[src/rtl/correlator_sequencer_pkg.sv]
// Shared TART correlator configuration.
// Slot count, slot-address width and the default write lag live here so the
// sequencer and the correlator pipeline agree on them.
package correlator_sequencer_pkg;

  localparam int TART_TRATE = 12;  // accumulator slots per sample sweep
  localparam int TART_TBITS = 4;   // slot-address width, 2**TBITS >= TRATE
  localparam int TART_WLAT  = 3;   // rd -> wr lag, matches correlator read/add/write depth

  typedef enum logic {
    S_IDLE  = 1'b0,
    S_SWEEP = 1'b1
  } seq_state_t;

endpackage

[src/rtl/correlator_sequencer_shift_reg_delay.sv]
// shift_reg_delay: DEPTH-stage register chain of WIDTH bits, cleared by reset.
// Ports: clk_x/rst_n clock and async active-low reset, din input word,
//        dout = din delayed by DEPTH clocks.
module shift_reg_delay #(
  parameter int WIDTH = 4,
  parameter int DEPTH = 3
) (
  input  logic             clk_x,
  input  logic             rst_n,
  input  logic [WIDTH-1:0] din,
  output logic [WIDTH-1:0] dout
);

  logic [DEPTH-1:0][WIDTH-1:0] pipe;

  always_ff @(posedge clk_x or negedge rst_n) begin
    if (!rst_n) begin
      pipe <= '0;
    end else begin
      pipe[0] <= din;
      for (int i = 1; i < DEPTH; i++) pipe[i] <= pipe[i-1];
    end
  end

  assign dout = pipe[DEPTH-1];

endmodule

[src/rtl/correlator_sequencer.sv]
// correlator_sequencer: control stage ahead of the time-multiplexed correlators.
// Latches each 24-antenna sample, sweeps the TRATE accumulator slots, counts
// samples per block and schedules the bank switch.
// Ports:
//   clk_x, rst_n      clock, async active-low reset
//   blocksize         log2(samples per accumulation block)
//   strobe            new sample pulse on re_in/im_in
//   en, sw            data valid / accumulator clear to the correlators
//   re, im            latched sample, stable over a sweep
//   rd, wr            accumulator read slot, write slot (rd delayed WLAT)
//   bank, swap        accumulating bank index, pulse when the other bank is done
//   overrun           sticky, a strobe arrived mid-sweep and was dropped
module correlator_sequencer
  import correlator_sequencer_pkg::*;
#(
  parameter int TRATE = TART_TRATE,
  parameter int TBITS = TART_TBITS,
  parameter int TSB   = TBITS-1,
  parameter int WLAT  = TART_WLAT,
  parameter int BBITS = 5
) (
  input  logic             clk_x,
  input  logic             rst_n,
  input  logic [BBITS-1:0] blocksize,
  input  logic             strobe,
  input  logic [23:0]      re_in,
  input  logic [23:0]      im_in,
  output logic             en,
  output logic             sw,
  output logic [23:0]      re,
  output logic [23:0]      im,
  output logic [TSB:0]     rd,
  output logic [TSB:0]     wr,
  output logic             bank,
  output logic             swap,
  output logic             overrun
);

  // Counter wide enough for 2**(2**BBITS-1) samples.
  localparam int            CW   = 2**BBITS;
  localparam logic [TSB:0]  LAST = TBITS'(TRATE-1);

  seq_state_t       state, state_nxt;
  logic             accept, drop, last_slot, first, blk_done;
  logic [BBITS-1:0] blk;
  logic [CW-1:0]    cnt;

  assign last_slot = (rd == LAST);
  assign blk_done  = (cnt == (CW'(1) << blk));

  always_ff @(posedge clk_x or negedge rst_n) begin
    if (!rst_n) state <= S_IDLE;
    else        state <= state_nxt;
  end

  // A strobe is taken when idle, or on the last slot so sweeps can abut.
  always_comb begin
    state_nxt = state;
    accept    = 1'b0;
    drop      = 1'b0;
    case (state)
      S_IDLE: begin
        if (strobe) begin
          accept    = 1'b1;
          state_nxt = S_SWEEP;
        end
      end
      S_SWEEP: begin
        if (last_slot) begin
          if (strobe) accept = 1'b1;
          else        state_nxt = S_IDLE;
        end else if (strobe) begin
          drop = 1'b1;
        end
      end
      default: state_nxt = S_IDLE;
    endcase
  end

  always_ff @(posedge clk_x or negedge rst_n) begin
    if (!rst_n) begin
      en      <= 1'b0;
      sw      <= 1'b0;
      re      <= '0;
      im      <= '0;
      rd      <= '0;
      bank    <= 1'b0;
      swap    <= 1'b0;
      overrun <= 1'b0;
      first   <= 1'b1;
      cnt     <= '0;
      blk     <= '0;
    end else begin
      swap <= 1'b0;
      if (drop) overrun <= 1'b1;
      if (accept) begin
        en <= 1'b1;
        rd <= '0;
        re <= re_in;
        im <= im_in;
        if (first) begin
          // Post-reset sweep clears stale accumulators; nothing to hand over.
          sw    <= 1'b1;
          first <= 1'b0;
          cnt   <= CW'(1);
          blk   <= blocksize;
        end else if (blk_done) begin
          // This sample opens a new block in the other bank.
          sw    <= 1'b1;
          bank  <= ~bank;
          swap  <= 1'b1;
          cnt   <= CW'(1);
          blk   <= blocksize;
        end else begin
          sw  <= 1'b0;
          cnt <= cnt + 1'b1;
        end
      end else if (state == S_SWEEP) begin
        if (last_slot) begin
          en <= 1'b0;
          sw <= 1'b0;
          rd <= '0;
        end else begin
          rd <= rd + 1'b1;
        end
      end
    end
  end

  // wr trails rd unconditionally; the correlator's own valid gates writes.
  shift_reg_delay #(
    .WIDTH (TBITS),
    .DEPTH (WLAT)
  ) u_wr_dly (
    .clk_x (clk_x),
    .rst_n (rst_n),
    .din   (rd),
    .dout  (wr)
  );

endmodule

[config.mk]
export PLATFORM = sky130hd
export DESIGN_NAME = correlator_sequencer
export DESIGN_NICKNAME = d
export VERILOG_FILES = /design/src/rtl/correlator_sequencer_pkg.sv /design/src/rtl/correlator_sequencer_shift_reg_delay.sv /design/src/rtl/correlator_sequencer.sv
export SDC_FILE = /design/constraint.sdc
export NUM_CORES = 1
export LEC_CHECK = 0
export BUFFER_PORTS_ARGS = -buffer_cell sky130_fd_sc_hd__buf_2
export CORE_AREA = 2 2 105 107
export DETAILED_ROUTE_END_ITERATION = 12
export DIE_AREA = 0 0 107 109
export PLACE_DENSITY = 0.82
export SYNTH_ARGS = -nofsm -noshare
export SYNTH_HDL_FRONTEND = slang
export SYNTH_HIERARCHICAL = 1
export SYNTH_SLANG_ARGS = --single-unit
export TNS_END_PERCENT = 10
[constraint.sdc]
create_clock -name clk_x -period 4.12 [get_ports clk_x]
set_input_delay 0.412 -clock clk_x [delete_from_list [all_inputs] [get_ports clk_x]]
set_output_delay 0.412 -clock clk_x [all_outputs]
set_load 0.02 [all_outputs]
==> results of run 1 <==
[logic make-up (layout without fill, tap and decap cells)]
| family | count (synthesis) | after routing | share of synthesized area |
|---|---|---|---|
| compound gates | 46 | 46 | 0.0591 |
| xor+xnor | 30 | 30 | 0.0513 |
| fa+ha+maj | 2 | 2 | 0.00488 |
| buf+inv | 44 | 149 | 0.0413 |
| flops | 108 | 108 | 0.528 |
| mux | 14 | 14 | 0.0288 |
| simple gates | 319 | 319 | 0.287 |
[registers in the layout, summed over array words and instances (netlist names)]
register and count:
im 24, state 1, re 24, cnt 32, bank 1, en 1, overrun 1, first 1
rd 4, swap 1, u_wr_dly/pipe 8, blk 5, u_wr_dly/dout 4, sw 1
[power breakdown]
group          internal, mW  leakage, nW  switching [mW]  total [mW]
registers              1.43         1.38           0.332        1.77
clock network         0.224       0.0852           0.356       0.580
logic                 0.538         1.58           0.944        1.48
[path summary, 6_finish.rpt]
kind | to | cells after the start
min in group clk_x | re[11]$_DFFE_PN0P_ | 3
hold reg to reg | u_wr_dly/dout[3]$_DFF_PN0_ | 0
max in group asynchronous | cnt[23]$_DFFE_PN0P_ | 2
hold / removal | u_wr_dly/dout[2]$_DFF_PN0_ | 1
setup reg to reg | blk[2]$_DFFE_PN0P_ | 8
setup / recovery | blk[2]$_DFFE_PN0P_ | 8
[final cells by class]
type,instances,area share
tap,140,0.0295
clock inverter,5,0.00633
inverter,12,0.00759
timing repair buffer,121,0.105
sequential,108,0.456
clock buffer,11,0.0221
multi-input combinational,411,0.374
[synthesized netlist by cell type, types with 4 or more instances]
cell type | count | area share
nor3_1 | 6 | 0.0059
nor2_1 | 52 | 0.038
inv_1 | 12 | 0.0088
nor2b_1 | 8 | 0.0098
clkbuf_1 | 16 | 0.012
mux2i_1 | 8 | 0.016
a311oi_1 | 4 | 0.0068
xor2_1 | 12 | 0.021
buf_2 | 4 | 0.0039
nor3b_1 | 4 | 0.0059
nor4_1 | 7 | 0.0085
a31oi_1 | 9 | 0.011
nand4_1 | 4 | 0.0049
nand2_1 | 178 | 0.13
buf_4 | 5 | 0.0073
buf_1 | 4 | 0.0029
o21ai_0 | 11 | 0.011
mux2_1 | 5 | 0.011
a21oi_1 | 4 | 0.0039
nand2b_1 | 5 | 0.0061
o22ai_1 | 4 | 0.0049
nand3_1 | 18 | 0.018
dfrtp_1 | 107 | 0.52
and3_1 | 9 | 0.011
xnor2_1 | 18 | 0.031
[through the flow]
step / area [µm²] / hold WS, ns
5_1_grt: 5930 / 0.214
2_1_floorplan: 5120 / 0.116
4_1_cts: 5930 / 0.216
3_3_place_gp: 5760 / 0.333
6_report: 5930 / 0.184
3_5_place_dp: 5760 / 0.335
[worst register-to-register path, stage by stage (launching register included)]
cell     delay, ns
dfrtp_1       0.60
or4b_1        0.65
nor2_1        0.14
xnor2_1       0.14
nand2_1       0.06
or4_1         0.51
o41a_1        0.63
nor2_8        0.30
mux2_1        0.36
[per-layer routing]
| metal | wire length [µm] | part of all wire |
|---|---|---|
| met2 | 5550 | 0.48 |
| met5 | 0 | 0 |
| met4 | 189 | 0.016 |
| met3 | 911 | 0.078 |
| met1 | 5010 | 0.43 |
==> flow_summary.yaml, run 1 <==
run_status:
  status: "finished clean"
timing:
  skew_ns: 0.0104
  worst_slack_ns: 0.630
  hold_viol: 0
  fin_crit_ns: 3.49
  fin_crit_sh: 0.847
  worstMarginPinSlew_ns: 0.971
  max_freq_mhz: 287
  rsz0062_at_grt: "no"
  relSlewSlack: 0.352
  final_max_slew_viol_count: 0
  setup_tns_ns: 0
  finalSetupViolCount: 0
floorplan:
  fp.dieW_um: 107
  core_area_mm2: 0.0106
  row_count: 38
  io-pin-count: 117
  die_h_um: 109
  dieArea_mm2: 0.0117
  start_util: 0.483
critical_path:
  path_buf_inv: 0
  path_cells: "or4b_1 -> nor2_1 -> xnor2_1 -> nand2_1 -> or4_1 -> o41a_1 -> nor2_8 -> mux2_1"
  crit_path_start_kind: "register"
  worstPathArrival_ns: 3.74
  cp_top_family: "simple AND/OR/NAND/NOR gates"
  critPathMaxStageDelay_ns: 0.65
  path_max_fanout: 21
  crit_slowest_cell: "or4b_1"
  worstReg2RegStart: "blk[0]$_DFFE_PN0P_"
  critPathLaunch: "blk[0]$_DFFE_PN0P_"
  criticalPathCategory: "register to register"
  required_ns: 4.37
  end_kind: "register"
  rrSetupSlack_ns: 0.63
grt:
  use_met3: 0.0604
  antenna_found_initial: 0
  grt_pass1_vias: 4263
  grt_start_max_net_pins: 81
  grt_use_met2: 0.338
  grt_pass1_wl_um: 19800
  grtUsageTotal: 0.212
  overflow: 0
  gr-usage-met1: 0.280
  grt_busiest_layer: "met2"
detailed_routing:
  vias_per_cell: 5.28
  num_vias: 4268
  drtIter0Drc: 205
  wirelength_um: 11700
  drt-pass1-iter-count: 4
  antenna_left: 0
  drc: 0
  wl_per_cell_um: 14.4
clock_network:
  clkTransAtPathRegs_ns: 0.10
  cts_tree: "built"
  numCtsBuffers: 9
  clk_path_buf_depth: 2
  holdBufCountCts: 0
  cts_setup_buffers: 0
  clk_latency_ns: 0.37
  cts-htree-levels: 3
  ctsResizeCount: 0
  cts_sinks: 108
  root_buffer: "clkbuf_8"
layout:
  nets: 721
  multi_input_area_mm2: 0.00222
  fin_util: 0.560
  layout-drive-gt1-share: 0.211
  antenna_cells: 0
  final_cell_mix: "nand2_1 (178), buf_2 (115), dfrtp_1 (107)"
  area_delta_synth_final_pct: 15.8
  post_layout_nonfiller_instances: 808
  layout_commonest_cell: "nand2_1"
  regArea_mm2: 0.00270
  fillers: 908
flow_run:
  drv_cap: 0
synthesis:
  synth.yosys.warnings: 6
  synth.distinct_cells: 53
  syn_area_mm2: 0.00512
  ys_seq_area_frac: 0.528
  synth_edf_count: 0
  ys_ff_latch: 108
  synth_cells: 563
  syn_area_per_cell_um2: 9.10
  synthFlopType: "dfrtp_1"
  synth-async-reset-ratio: 1.00
  synth_nets: 621
place:
  io_buffer_count: 116
  dpl_worst_slack_ns: 0.659
  hpwl_um: 8370
  finalWeightedCongestion: 0.907
  dp.cells: 792
hold_path:
  hold_path_class: "input pin to async pin"
power:
  p_per_area_mw_per_mm2: 645
  finalPower_mw: 3.83
  worst_ir_drop_vdd_mv: 0.436
  total_leakage_power_nw: 3.04
(Power assumes the default switching activity.)
==> run 2, diff against run 1 <==
- clock period: 4.12 -> 3.4 ns (I/O delays scaled with it)
==> flow_summary.yaml, run 2 (synthesis gave the netlist of run 1 again) <==
run_status:
  status: "finished with violations"
  violations: "negative hold slack"
grt:
  grt_pass1_wl_um: 20300
  grtUsageTotal: 0.221
  use_met3: 0.0574
  antenna_found_initial: 0
  gr-usage-met1: 0.282
  overflow: 0
  grt_start_max_net_pins: 59
  grt_pass1_vias: 4292
  grt_use_met2: 0.365
  grt_busiest_layer: "met2"
clock_network:
  cts_setup_buffers: 0
  ctsResizeCount: 0
  clk_latency_ns: 0.38
  cts_tree: "built"
  root_buffer: "clkbuf_8"
  clk_path_buf_depth: 2
  holdBufCountCts: 0
  numCtsBuffers: 9
  clkTransAtPathRegs_ns: 0.10
  cts-htree-levels: 3
  cts_sinks: 108
layout:
  nets: 728
  layout_commonest_cell: "nand2_1"
  area_delta_synth_final_pct: 17.1
  reg.largest.list: "cnt x32, im x24, re x24"
  top_register: "cnt"
  largest_reg_flops: 32
  fillers: 911
  antenna_cells: 0
  layout-drive-gt1-share: 0.221
  final_cell_mix: "nand2_1 (178), buf_2 (115), dfrtp_1 (107)"
hold_path:
  hold_path_class: "input pin to async pin"
detailed_routing:
  wirelength_um: 12300
  wl_per_cell_um: 15.1
  drc: 0
  vias_per_cell: 5.36
  drt-pass1-iter-count: 4
  antenna_left: 0
  num_vias: 4366
  drtIter0Drc: 300
floorplan:
  dieArea_mm2: 0.0117
  io-pin-count: 117
  die_h_um: 109
  fp.dieW_um: 107
  start_util: 0.483
  core_area_mm2: 0.0106
  row_count: 38
timing:
  setup_tns_ns: 0
  fin_crit_sh: 0.953
  relSlewSlack: 0.511
  max_freq_mhz: 309
  fin_crit_ns: 3.24
  finalSetupViolCount: 0
  rsz0062_at_grt: "no"
  worstMarginPinSlew_ns: 0.733
  skew_ns: 0.0105
  hold_viol: 3
  final_max_slew_viol_count: 0
  fin_worst_hold_slack_ns: -0.00334
critical_path:
  criticalPathCategory: "register to register"
  crit_path_start_kind: "register"
  crit_slowest_cell: "dfrtp_1"
  required_ns: 3.66
  path_buf_inv: 1
  path_max_fanout: 16
  path_cells: "or4b_1 -> nor2_1 -> xnor2_1 -> nand2_1 -> or4_1 -> o41a_1 -> nor2_8 -> buf_4 -> o22ai_1"
  rrSetupSlack_ns: 0.16
  critPathMaxStageDelay_ns: 0.55
  worstReg2RegStart: "blk[3]$_DFFE_PN0P_"
  worstPathArrival_ns: 3.50
  rr_endpoint: "blk[4]$_DFFE_PN0P_"
  end_kind: "register"
  critPathLaunch: "blk[3]$_DFFE_PN0P_"
  reg2regPathDepth: 9
  cp_top_family: "simple AND/OR/NAND/NOR gates"
power:
  power_frac_clock: 0.158
  total_leakage_power_nw: 3.08
  finalPower_mw: 4.77
  worst_ir_drop_vdd_mv: 0.646
  p_per_area_mw_per_mm2: 794
  swShare: 0.430
  comb_power_share: 0.408
  seq_power_share: 0.435
  power.internal_mw: 2.72
  power.switching_mw: 2.05
place:
  io_buffer_count: 116
  finalWeightedCongestion: 0.893
  hpwl_um: 8780
flow_run:
  drv_cap: 0
run 2: power by group through the flow:
stage               Combinational (mW)  Sequential, mW  Clock [mW]
global placement                  1.88            2.06           0
finish                            1.94            2.07       0.752
global route                      2.13            2.13       0.818
detailed placement                1.94            2.08           0
CTS                               1.94            2.07       0.758
floorplan                        0.944            2.40           0
run 2: area by class of cell:
type / count / area (µm²) / area share
flip-flops and latches: 108 / 2700 / 0.451
multi-input cells: 411 / 2220 / 0.370
repair buffers: 128 / 673 / 0.112
well taps: 140 / 175 / 0.0292
clock buffers: 10 / 138 / 0.0229
clock inverters: 5 / 45.0 / 0.00751
inverters: 12 / 45.0 / 0.00751
run 2: how the worst max path moves through the flow:
stage | endpoint | slack (ns) | cells after the start
floorplan | blk[3]$_DFFE_PN0P_ | 0.38 | 11
global route | blk[4]$_DFFE_PN0P_ | 0.03 | 10
CTS | blk[4]$_DFFE_PN0P_ | 0.21 | 9
detailed placement | blk[4]$_DFFE_PN0P_ | 0.23 | 9
global placement | blk[4]$_DFFE_PN0P_ | 0.35 | 9
finish | blk[4]$_DFFE_PN0P_ | 0.16 | 9
run 2: per-stage QoR:
| stage | hold slack [ns] | utilization | setup WS [ns] | instances | instance area [µm²] |
|---|---|---|---|---|---|
| after floorplan | 0.0444 | - | 0.382 | 563 | 5120 |
| after global placement | 0.332 | 0.549 | 0.346 | 799 | 5820 |
| after detailed placement | 0.335 | 0.549 | 0.230 | 799 | 5820 |
| after CTS | 0.0256 | 0.566 | 0.205 | 814 | 6000 |
| after global routing | 0.0429 | 0.566 | 0.0327 | 814 | 6000 |
| final | -0.00334 | 0.566 | 0.160 | 814 | 6000 |
run 2: per-layer routing:
layer,share of wire,routed length (µm)
met1,0.41,5050
met5,0,0
met3,0.078,961
met2,0.49,6050
met4,0.018,218
